==> config.mk <==
export PLATFORM = sky130hd
export DESIGN_NAME = alu_sequencer
export DESIGN_NICKNAME = d
export VERILOG_FILES = /design/src/rtl/blueberry_pkg.sv /design/src/rtl/alu_seq_decode.sv /design/src/rtl/alu_sequencer.sv
export SDC_FILE = /design/constraint.sdc
export NUM_CORES = 1
export LEC_CHECK = 0
export BUFFER_PORTS_ARGS = -buffer_cell sky130_fd_sc_hd__buf_2
export CAP_MARGIN = 20
export CORE_MARGIN = 1.5
export CORE_UTILIZATION = 48
export CTS_CLUSTER_DIAMETER = 200
export CTS_CLUSTER_SIZE = 24
export DETAILED_ROUTE_END_ITERATION = 12
export PLACE_DENSITY_LB_ADDON = 0.05
export SKIP_LAST_GASP = 1
export SLEW_MARGIN = 5
export SYNTH_ARGS = -nofsm -noshare
export SYNTH_HDL_FRONTEND = slang
export SYNTH_HIERARCHICAL = 1
export SYNTH_SLANG_ARGS = --single-unit
==> constraint.sdc <==
create_clock -name CLKb -period 3.78 [get_ports CLKb]
set_clock_uncertainty 0.15 [all_clocks]
set_input_delay 0.378 -clock CLKb [delete_from_list [all_inputs] [get_ports CLKb]]
set_output_delay 0.378 -clock CLKb [all_outputs]
set_load 0.05 [all_outputs]
==> src/rtl/blueberry_pkg.sv <==
// blueberry_pkg: opcode/state encodings and INST field positions shared by the ALU sequencer.
package blueberry_pkg;

    localparam int W        = 10;
    localparam int FN_W     = 4;
    localparam int NUM_REGS = 4;

    localparam int OP_MSB = 9;
    localparam int OP_LSB = 6;
    localparam int RX_MSB = 5;
    localparam int RX_LSB = 4;
    localparam int RY_MSB = 3;
    localparam int RY_LSB = 2;

    // Values match the ALU FN encoding; 12..15 are undefined.
    typedef enum logic [FN_W-1:0] {
        OP_LD  = 4'h0,
        OP_CP  = 4'h1,
        OP_ADD = 4'h2,
        OP_SUB = 4'h3,
        OP_INV = 4'h4,
        OP_FLP = 4'h5,
        OP_AND = 4'h6,
        OP_OR  = 4'h7,
        OP_XOR = 4'h8,
        OP_LSL = 4'h9,
        OP_LSR = 4'hA,
        OP_ASR = 4'hB
    } opcode_t;

    typedef enum logic [2:0] {
        S_IDLE,
        S_MOVE,
        S_LOAD_A,
        S_LOAD_G,
        S_EXEC,
        S_WRITE,
        S_DONE
    } state_t;

    typedef enum logic [1:0] {
        C_MOVE,
        C_UNARY,
        C_BINARY,
        C_ILLEGAL
    } opclass_t;

    function automatic logic [NUM_REGS-1:0] onehot(input logic [1:0] idx);
        return {{(NUM_REGS-1){1'b0}}, 1'b1} << idx;
    endfunction

endpackage

==> src/rtl/alu_seq_decode.sv <==
// alu_seq_decode: classifies an opcode as move, unary, binary or illegal.
module alu_seq_decode
    import blueberry_pkg::*;
(
    input  logic [FN_W-1:0] op,
    output opclass_t        cls
);

    always_comb
        cls = (op == OP_LD || op == OP_CP)  ? C_MOVE    :
              (op == OP_INV || op == OP_FLP) ? C_UNARY   :
              (op[3:2] == 2'b11)             ? C_ILLEGAL :
                                               C_BINARY;

endmodule

==> src/rtl/alu_sequencer.sv <==
// alu_sequencer: multi-cycle FSM driving register-file bus enables and ALU strobes per instruction.
module alu_sequencer
    import blueberry_pkg::*;
(
    input  logic                CLKb,
    input  logic                Clr,
    input  logic                Exec,
    input  logic [W-1:0]        INST,
    output logic                Ready,
    output logic                Done,
    output logic                Illegal,
    output logic                Ain,
    output logic                Gin,
    output logic                Gout,
    output logic [FN_W-1:0]     FN,
    output logic [NUM_REGS-1:0] Rout,
    output logic [NUM_REGS-1:0] Rin,
    output logic                ENW
);

    state_t   state, nxt;
    logic [W-1:0] ir;
    opclass_t cls_inst, cls_ir;
    logic [NUM_REGS-1:0] rx_oh, ry_oh;
    logic is_ld, unused_ir;

    alu_seq_decode u_dec_inst (.op(INST[OP_MSB:OP_LSB]), .cls(cls_inst));
    alu_seq_decode u_dec_ir   (.op(ir[OP_MSB:OP_LSB]),   .cls(cls_ir));

    always_ff @(posedge CLKb)
        if (Clr) begin
            state <= S_IDLE;
            ir    <= '0;
        end else begin
            state <= nxt;
            if (state == S_IDLE && Exec)
                ir <= INST;
        end

    always_comb begin
        nxt = state;
        case (state)
            S_IDLE:   if (Exec)
                          nxt = cls_inst == C_MOVE   ? S_MOVE   :
                                cls_inst == C_UNARY  ? S_LOAD_G :
                                cls_inst == C_BINARY ? S_LOAD_A : S_DONE;
            S_MOVE:   nxt = S_DONE;
            S_LOAD_A: nxt = S_LOAD_G;
            S_LOAD_G: nxt = S_EXEC;
            S_EXEC:   nxt = S_WRITE;
            S_WRITE:  nxt = S_DONE;
            default:  nxt = S_IDLE;
        endcase
    end

    // Outputs decode from the registered state and IR only, so they settle right after posedge.
    always_comb begin
        rx_oh     = onehot(ir[RX_MSB:RX_LSB]);
        ry_oh     = onehot(ir[RY_MSB:RY_LSB]);
        is_ld     = ir[OP_MSB:OP_LSB] == OP_LD;
        unused_ir = ^ir[1:0];
        Ready     = state == S_IDLE;
        Done      = state == S_DONE;
        Illegal   = Done && cls_ir == C_ILLEGAL;
        Ain       = state == S_LOAD_A;
        Gin       = state == S_LOAD_G;
        Gout      = state == S_EXEC || state == S_WRITE;
        FN        = Gout ? ir[OP_MSB:OP_LSB] : '0;
        ENW       = state == S_MOVE && is_ld;
        Rout      = state == S_LOAD_A                                  ? rx_oh :
                    (state == S_LOAD_G || (state == S_MOVE && !is_ld)) ? ry_oh : '0;
        Rin       = (state == S_MOVE || state == S_WRITE) ? rx_oh : '0;
    end

endmodule

## Yosys cells after proc, flatten, opt, wreduce, memory -nomap -nowiden

Index checks and enable logic that the tools add are counted.

| storage, ports and cells | value |
|---|---|
| register bits | 13 |
| input bits | 13 |
| output and inout bits | 19 |
| word-level logic and storage cells | 54 |

| cells by class | value |
|---|---|
| equality and inequality tests | 18 |
| shift operators | 2 |
| mux-type cells | 15 |
| reductions and logical operators | 17 |

Operators by type and width:

| cell | count |
|---|---|
| equality test 4 x 3 -> 1 bit (second input constant) | 4 |
| two-way mux 4 bit | 4 |
| case mux 3 bit (5 select lines) | 1 |
| two-way mux 3 bit | 4 |
| equality test 3 bit (second input constant) | 3 |
| equality test 2 bit (second input constant) | 4 |
| equality test 4 x 1 -> 1 bit (second input constant) | 2 |
| logical NOT 4 bit | 2 |
| two-way mux 2 bit | 4 |
| << shifter 1 x 2 -> 4 bit (first input constant) | 2 |
| logical OR 1 bit | 7 |
| equality test 3 x 2 -> 1 bit (second input constant) | 2 |
| logical AND 1 bit | 4 |
| equality test 3 x 1 -> 1 bit (second input constant) | 1 |
| logical NOT 3 bit | 1 |
| equality test 2 x 1 -> 1 bit (second input constant) | 1 |
| logical NOT 2 bit | 1 |
| two-way mux 1 bit | 2 |
| != test 2 bit (second input constant) | 1 |
| OR reduction 2 bit | 1 |
| logical NOT 1 bit | 1 |

## Longest topological paths before layout

Gate-level depths: netlist (run 1).

| depth | value |
|---|---|
| depth after elaboration | 10 |
| mapped depth | 5 |
| gate-level depth less buffers | 5 |

## Modules after synthesis

The synthesis (run 1) kept the hierarchy.

By module, submodules not included:

| module | times used | cells an instance | area each (µm²) | sequential area each (µm²) |
|---|---|---|---|---|
| alu_sequencer | 1 | 86 | 671.9 | 220.2 |
| alu_seq_decode | 2 | 3 | 17.5 | 0.0 |

## Worst setup path before layout (run 1)

No wires, ideal clock.

| timing path | value |
|---|---|
| path kind | reg2out |
| start point | register state[2] |
| end point | output Rout[2] |
| arrival time | 2.029 ns |
| required time | 3.252 ns |
| path slack | 1.223 ns |
| cell stages (with the launch flop) | 5 |
| buffers on the path | 1 |
| path through | dfxtp_1 buf_4 nor2b_1 o21ai_0 o32ai_1 |

| on the way | value |
|---|---|
| cells in the longest elaborated chain, start to end | 5 |
| elaborated cells on any way between the ends | 7 |
| those cells by class | eq/ne: 3; mux: 2; reduce/logical: 2 |

RTL lines:

| element | line | RTL |
|---|---|---|
| from (decl) | alu_sequencer.sv:21 | `state_t state, nxt;` |
| from (signal assigned) | alu_sequencer.sv:35 | `state <= nxt;` |
| equality test 3 x 1 -> 1 bit | alu_sequencer.sv:71 | `(state == S_LOAD_G \|\| (state == S_MOVE && !is_ld)) ? ry_oh : '0;` |
| logical AND 1 bit | alu_sequencer.sv:71 |  |
| logical OR 1 bit | alu_sequencer.sv:71 |  |
| two-way mux 4 bit | alu_sequencer.sv:71 |  |
| two-way mux 4 bit (*) | alu_sequencer.sv:70 | `Rout = state == S_LOAD_A ? rx_oh :` |
| to (decl) | alu_sequencer.sv:16 | `output logic [NUM_REGS-1:0] Rout,` |

Every way passes the cells marked *; elsewhere a longest branch is shown, timed or not.

## Worst setup path after layout (run 1)

| timing path | value |
|---|---|
| start point | register state[1] |
| end point | output Rout[3] |

Same word-level chain as after synthesis.

==> flow_summary.json, run 1 <==
{
  "die_w_um": 41.4,
  "peakVddDrop_v": 0.000219,
  "p_int_w": 0.000241,
  "cts_buffer_depth": 2,
  "syn_avg_cell_area_um2": 7.68,
  "io_buffers": 29,
  "final_common_cell": "buf_2",
  "crit_arrival_ps": 1880,
  "dp_hpwl_um": 1190,
  "rsz0062_at_grt": "false",
  "final_util_pct": 64.0,
  "cap_violations": 0,
  "cellPowerDensity_mw_per_mm2": 535,
  "cts_sinks": 11,
  "synth.distinct_cells": 32,
  "drt_iter0_drc": 11,
  "ios": 32,
  "start_util_pct": 53.0,
  "period_share_pct": 63.8,
  "cp-start-kind": "register",
  "seq_area_frac_synth_pct": 31.2,
  "wl_per_cell_um": 11.9,
  "place_area_um2": 827,
  "grt_usage_pct": 21.8,
  "cp-end-kind": "output port",
  "remaining_drc_errors": 0,
  "tightestPinTransition_ps": 511,
  "pwr-share-seq_pct": 37.3,
  "async_reset_ff_share_pct": 0,
  "die_h_um": 41.4,
  "synthFlopType": "dfxtp_1",
  "setup_viol": 0,
  "period_needed_ps": 2410,
  "cts-htree-levels": 1,
  "postRouteAntennaNets": 0,
  "via_count": 705,
  "status": "finished clean",
  "grt_first_pass_wirelength_um": 2330,
  "cts_tree": "built",
  "ys_seq_elements": 11,
  "grt_max_degree": 15,
  "syn_nets": 105,
  "synth_warnings": 6,
  "switching_share_pct": 47.2,
  "drv_slew": 0,
  "cts-root-buf": "clkbuf_4",
  "final_nets": 133,
  "syn_area_um2": 707,
  "hold_violations": 0,
  "hold_class": "input pin to register",
  "grt_remaining_overflow": 0,
  "power_switching_w": 0.000216,
  "synth_edf_count": 0,
  "reg2reg_slack_ps": 2230,
  "vias_per_cell": 5.26,
  "p_comb_share_pct": 45.1,
  "grt_pass1_vias": 523,
  "finalSetupTns_ps": 0,
  "place_congestion": 0.711,
  "first_pass_iters": 4,
  "worstSkewPairLatency_ps": 270,
  "cts_hold_buf": 0,
  "numCtsBuffers": 3,
  "areaGrowthSynthToFinish_pct": 20.7,
  "post-place-cells": 130,
  "p_leak_nw": 0.408,
  "fp-row-count": 13,
  "required_ps": 3250,
  "core_mm2": 0.00133,
  "totalWireLength_um": 1600,
  "postCtsSetupBuffers": 0,
  "pwr-share-clk_pct": 17.6,
  "num_antenna_cells": 0,
  "grt_antenna_before_repair": 0,
  "final_cell_area_um2": 853,
  "dieArea_mm2": 0.00171,
  "max_slew_margin_pct": 65.9,
  "layout_common_cells": "29 x buf_2, 18 x nand2_1, 11 x dfxtp_1",
  "cts_resized": 0,
  "path_class": "register to output port",
  "layout-drive-gt1-share_pct": 31.1,
  "fin_cells": 134,
  "syn_inst": 92,
  "max_freq_mhz": 415,
  "clk_pin_slew_ps": 70,
  "path_max_fanout": 14
}
[synth_stat cells, types with 2 or more instances]
library cell	number	area (um^2)
a21boi_1	2	15.0
a21oi_1	10	50.1
and2_1	6	37.5
buf_6	2	22.5
dfxtp_1	11	220
inv_1	6	22.5
nand2_1	18	67.6
nor2_1	6	22.5
nor2b_1	2	12.5
nor3_1	2	10.0
nor3b_1	2	15.0
o211ai_1	2	15.0
o22ai_1	2	12.5
o31ai_1	2	15.0
or2_1	2	12.5
[cell families (layout without fill, tap and decap cells)]
kind of cell / after synthesis / after routing / synth area share (%)
AO/OA/AOI/OAI: 23 / 23 / 21.8
buffers and inverters: 12 / 39 / 9.38
AND/OR/NAND/NOR: 46 / 46 / 37.7
flip-flops: 11 / 11 / 31.2
[worst paths after layout]
| path | from | end | cells after the start |
|---|---|---|---|
| worst max-delay path | state[1] | Rout[3] | 4 |
| worst min-delay path | INST[6] | ir[6] | 3 |
| worst max register to register | state[1] | state[0] | 3 |
| worst min register to register | ir[2] | ir[2] | 2 |
[sequential cells by signal (all words and copies together), names as in the netlist]
name and flops:
ir 8, state 3
[stage by stage]
step	hold WS (ps)	setup WS (ps)	total power (W)
2_1_floorplan	304	1220	0.000346
6_report	192	1370	0.000457
4_1_cts	188	1360	0.000461
3_3_place_gp	319	1690	0.000376
3_5_place_dp	340	1660	0.000380
5_1_grt	180	1280	0.000488
[layout make-up]
type | instances | area [um^2]
clock buffer | 4 | 26.3
tap | 15 | 18.8
sequential | 11 | 220
multi-input combinational | 69 | 420
timing repair buffer | 29 | 145
fill | 136 | 480
inverter | 6 | 22.5
[power by group through the flow]
stage          Sequential, W  Combinational, W  Clock (W)
6_report            0.000170          0.000206  0.0000802
5_1_grt             0.000175          0.000224  0.0000892
4_1_cts             0.000170          0.000208  0.0000828
3_5_place_dp        0.000173          0.000207          0
3_3_place_gp        0.000170          0.000205          0
2_1_floorplan       0.000148          0.000198          0
[per-layer routing]
layer  wire, um  GRT usage, %  vias to the layer above
li1           -             -                      368
met1        792          29.9                      310
met2        688          31.3                       23
met3         90          4.79                        4
met4         25          12.1                        0
met5          0             0                        -
[critical path, stage by stage, from the launching register on]
cell,delay (ps)
dfxtp_1,470
or4_4,570
o211ai_1,250
o22ai_1,120
buf_2,220
Note: power is estimated with default switching activity, not from simulation.
==> run 2, diff against run 1 <==
--- a/config.mk
+++ b/config.mk
@@ -5,10 +5,11 @@
 export SDC_FILE = /design/constraint.sdc
 export NUM_CORES = 1
 export LEC_CHECK = 0
+export ABC_AREA = 1
 export BUFFER_PORTS_ARGS = -buffer_cell sky130_fd_sc_hd__buf_2
 export CAP_MARGIN = 20
 export CORE_MARGIN = 1.5
-export CORE_UTILIZATION = 48
+export CORE_UTILIZATION = 42
 export CTS_CLUSTER_DIAMETER = 200
 export CTS_CLUSTER_SIZE = 24
 export DETAILED_ROUTE_END_ITERATION = 12
==> constraint.sdc (replaced) <==
create_clock -name CLKb -period 2.2 [get_ports CLKb]
set_clock_uncertainty 0.15 [all_clocks]
set_input_delay 0.22 -clock CLKb [delete_from_list [all_inputs] [get_ports CLKb]]
set_output_delay 0.22 -clock CLKb [all_outputs]
set_load 0.05 [all_outputs]
==> run 2 against run 1 <==
- synthesized area grew 16%
- sequential share of layout area shrank 3.9 points
- core utilization is 7.7 points lower
- count of clock-buffer cells in the layout stayed put
- design area increased by 18%
- register-to-register slack got worse by 1400 ps
- synthesized cell count rose by 57%
- worst hold slack worse by 80 ps
- critical path type unchanged
- sequential power rose by 73%
- worst setup slack worse by 1100 ps
==> flow_summary.json, run 2 <==
{
  "status": "finished clean",
  "totalWireLength_um": 1810,
  "grt_max_degree": 14,
  "fp-row-count": 15,
  "cp-endpoint": "Rin[1]",
  "postRouteAntennaNets": 0,
  "wl_met1_um": 884,
  "place_congestion": 0.799,
  "seq_area_frac_synth_pct": 26.8,
  "areaGrowthSynthToFinish_pct": 22.3,
  "dp_hpwl_um": 1450,
  "syn_avg_cell_area_um2": 5.70,
  "postCtsSetupBuffers": 0,
  "grt_usage_pct": 19.0,
  "cts-root-buf": "clkbuf_4",
  "multi_input_area_um2": 423,
  "vias_per_cell": 4.40,
  "drv_slew": 0,
  "cp-end-kind": "output port",
  "remaining_drc_errors": 0,
  "period_needed_ps": 1900,
  "pre_cts_ws_ps": 591,
  "ys_seq_elements": 11,
  "worstSkewPairLatency_ps": 270,
  "cts_tree": "built",
  "num_antenna_cells": 0,
  "die_h_um": 47.2,
  "cts_sinks": 11,
  "finalWorstSetupSlack_ps": 302,
  "finalSetupTns_ps": 0,
  "regMostFlops": "ir",
  "grt_remaining_overflow": 0,
  "startpoint": "state[1]",
  "final_nets": 189,
  "r2r_start": "state[1]",
  "cp-start-kind": "register",
  "numCtsBuffers": 3,
  "max_freq_mhz": 527,
  "hold_violations": 0,
  "io_buffers": 29,
  "synth_top_area_share_pct": 26.8,
  "clk_pin_slew_ps": 80,
  "start_util_pct": 46.0,
  "p_leak_nw": 0.656,
  "final_common_cell": "inv_1",
  "tightestPinTransition_ps": 301,
  "cellPowerDensity_mw_per_mm2": 977,
  "crit_arrival_ps": 1530,
  "dieArea_mm2": 0.00223,
  "cts_resized": 0,
  "wl_met2_um": 827,
  "synth_edf_count": 0,
  "largest_reg_flops": 8,
  "hold_depth": 5,
  "rsz0062_at_grt": "false",
  "path_class": "register to output port",
  "syn_area_um2": 821,
  "n_fill_cell": 208,
  "via_count": 879,
  "first_pass_iters": 3,
  "cts-htree-levels": 1,
  "met3_length_um": 68,
  "synth.distinct_cells": 18,
  "core_mm2": 0.00178,
  "path_max_fanout": 13,
  "wl_per_cell_um": 9.05,
  "top_regs": "ir (8), state (3)",
  "syn_inst": 144,
  "drt_iter0_drc": 6,
  "ios": 32,
  "layout-drive-gt1-share_pct": 22.3,
  "required_ps": 1830,
  "grt_first_pass_wirelength_um": 2990,
  "syn_nets": 157,
  "grt_antenna_before_repair": 0,
  "yosysMostFrequentCell": "inv_1",
  "ff_latch_area_um2": 220,
  "period_share_pct": 86.3,
  "cts_buffer_depth": 2,
  "hold_class": "input pin to register",
  "synth_warnings": 6,
  "grt_pass1_vias": 734,
  "yosys-top-cells-count": "37 x inv_1, 29 x nand2_1, 29 x nor2_1",
  "synthFlopType": "dfxtp_1",
  "reg2reg_to": "state[2]",
  "setup_viol": 0,
  "peakVddDrop_v": 0.000505,
  "cts_hold_buf": 0,
  "max_slew_margin_pct": 79.8,
  "reg2regPathDepth": 5,
  "yosys.area.top_type": "dfxtp_1",
  "reg2reg_slack_ps": 820,
  "async_reset_ff_share_pct": 0,
  "top_layer_used": "met4",
  "cap_violations": 0,
  "holdWs_ps": 112,
  "layout_common_cells": "37 x inv_1, 29 x nor2_1, 29 x nand2_1, 29 x buf_2, 11 x dfxtp_1",
  "die_w_um": 47.2,
  "synth_area_leaders": "dfxtp_1 27%, inv_1 17%, nand2_1 13%"
}
run 2: kinds of logic after synthesis:
logic type / count (synthesis) / share of synthesized area [%]
AOI/OAI and AO/OA: 4 / 2.44
buffers and inverters: 43 / 21.6
DFF: 11 / 26.8
and+or+nand+nor: 86 / 49.1
run 2: worst min path at each step:
stage,from,to
floorplan,INST[5],ir[5]
global placement,ir[6],ir[6]
detailed placement,INST[5],ir[5]
CTS,INST[5],ir[5]
global route,INST[5],ir[5]
finish,INST[5],ir[5]
run 2: power by group:
group	internal, W	switching, W	leakage (nW)
sequential	0.000243	0.0000508	0.0909
combinational	0.000150	0.000392	0.550
clock	0.0000703	0.0000741	0.0150
total	0.000463	0.000517	0.656
run 2: worst max-delay path, stage by stage (launching register included):
cell and delay, ps:
dfxtp_1 390, inv_2 230, nand2_1 170, nor3_1 170, buf_2 290
run 2: area by class of cell:
type                    instances  share of cell area (%)
repair buffers                 30                    15.2
flip-flops and latches         11                    21.9
well taps                      25                    3.12
clock buffers                   4                    2.62
multi-input cells              90                    42.1
inverters                      40                    15.0
run 2: through the flow:
step | std cells | utilization (%) | power [W] | instance area (um^2)
final | 200 | 56.3 | 0.000980 | 1000
after detailed placement | 196 | 54.8 | 0.000845 | 977
after global placement | 196 | 54.8 | 0.000838 | 977
after CTS | 200 | 56.3 | 0.000994 | 1000
after global routing | 200 | 56.3 | 0.00107 | 1000
after floorplan | 144 | - | 0.000749 | 821
run 2: routing by layer:
metal / GRT usage, % / up-vias
met5: 0 / -
met3: 3.46 / 4
met2: 30.1 / 16
met4: 8.33 / 0
met1: 25.0 / 366
li1: - / 493
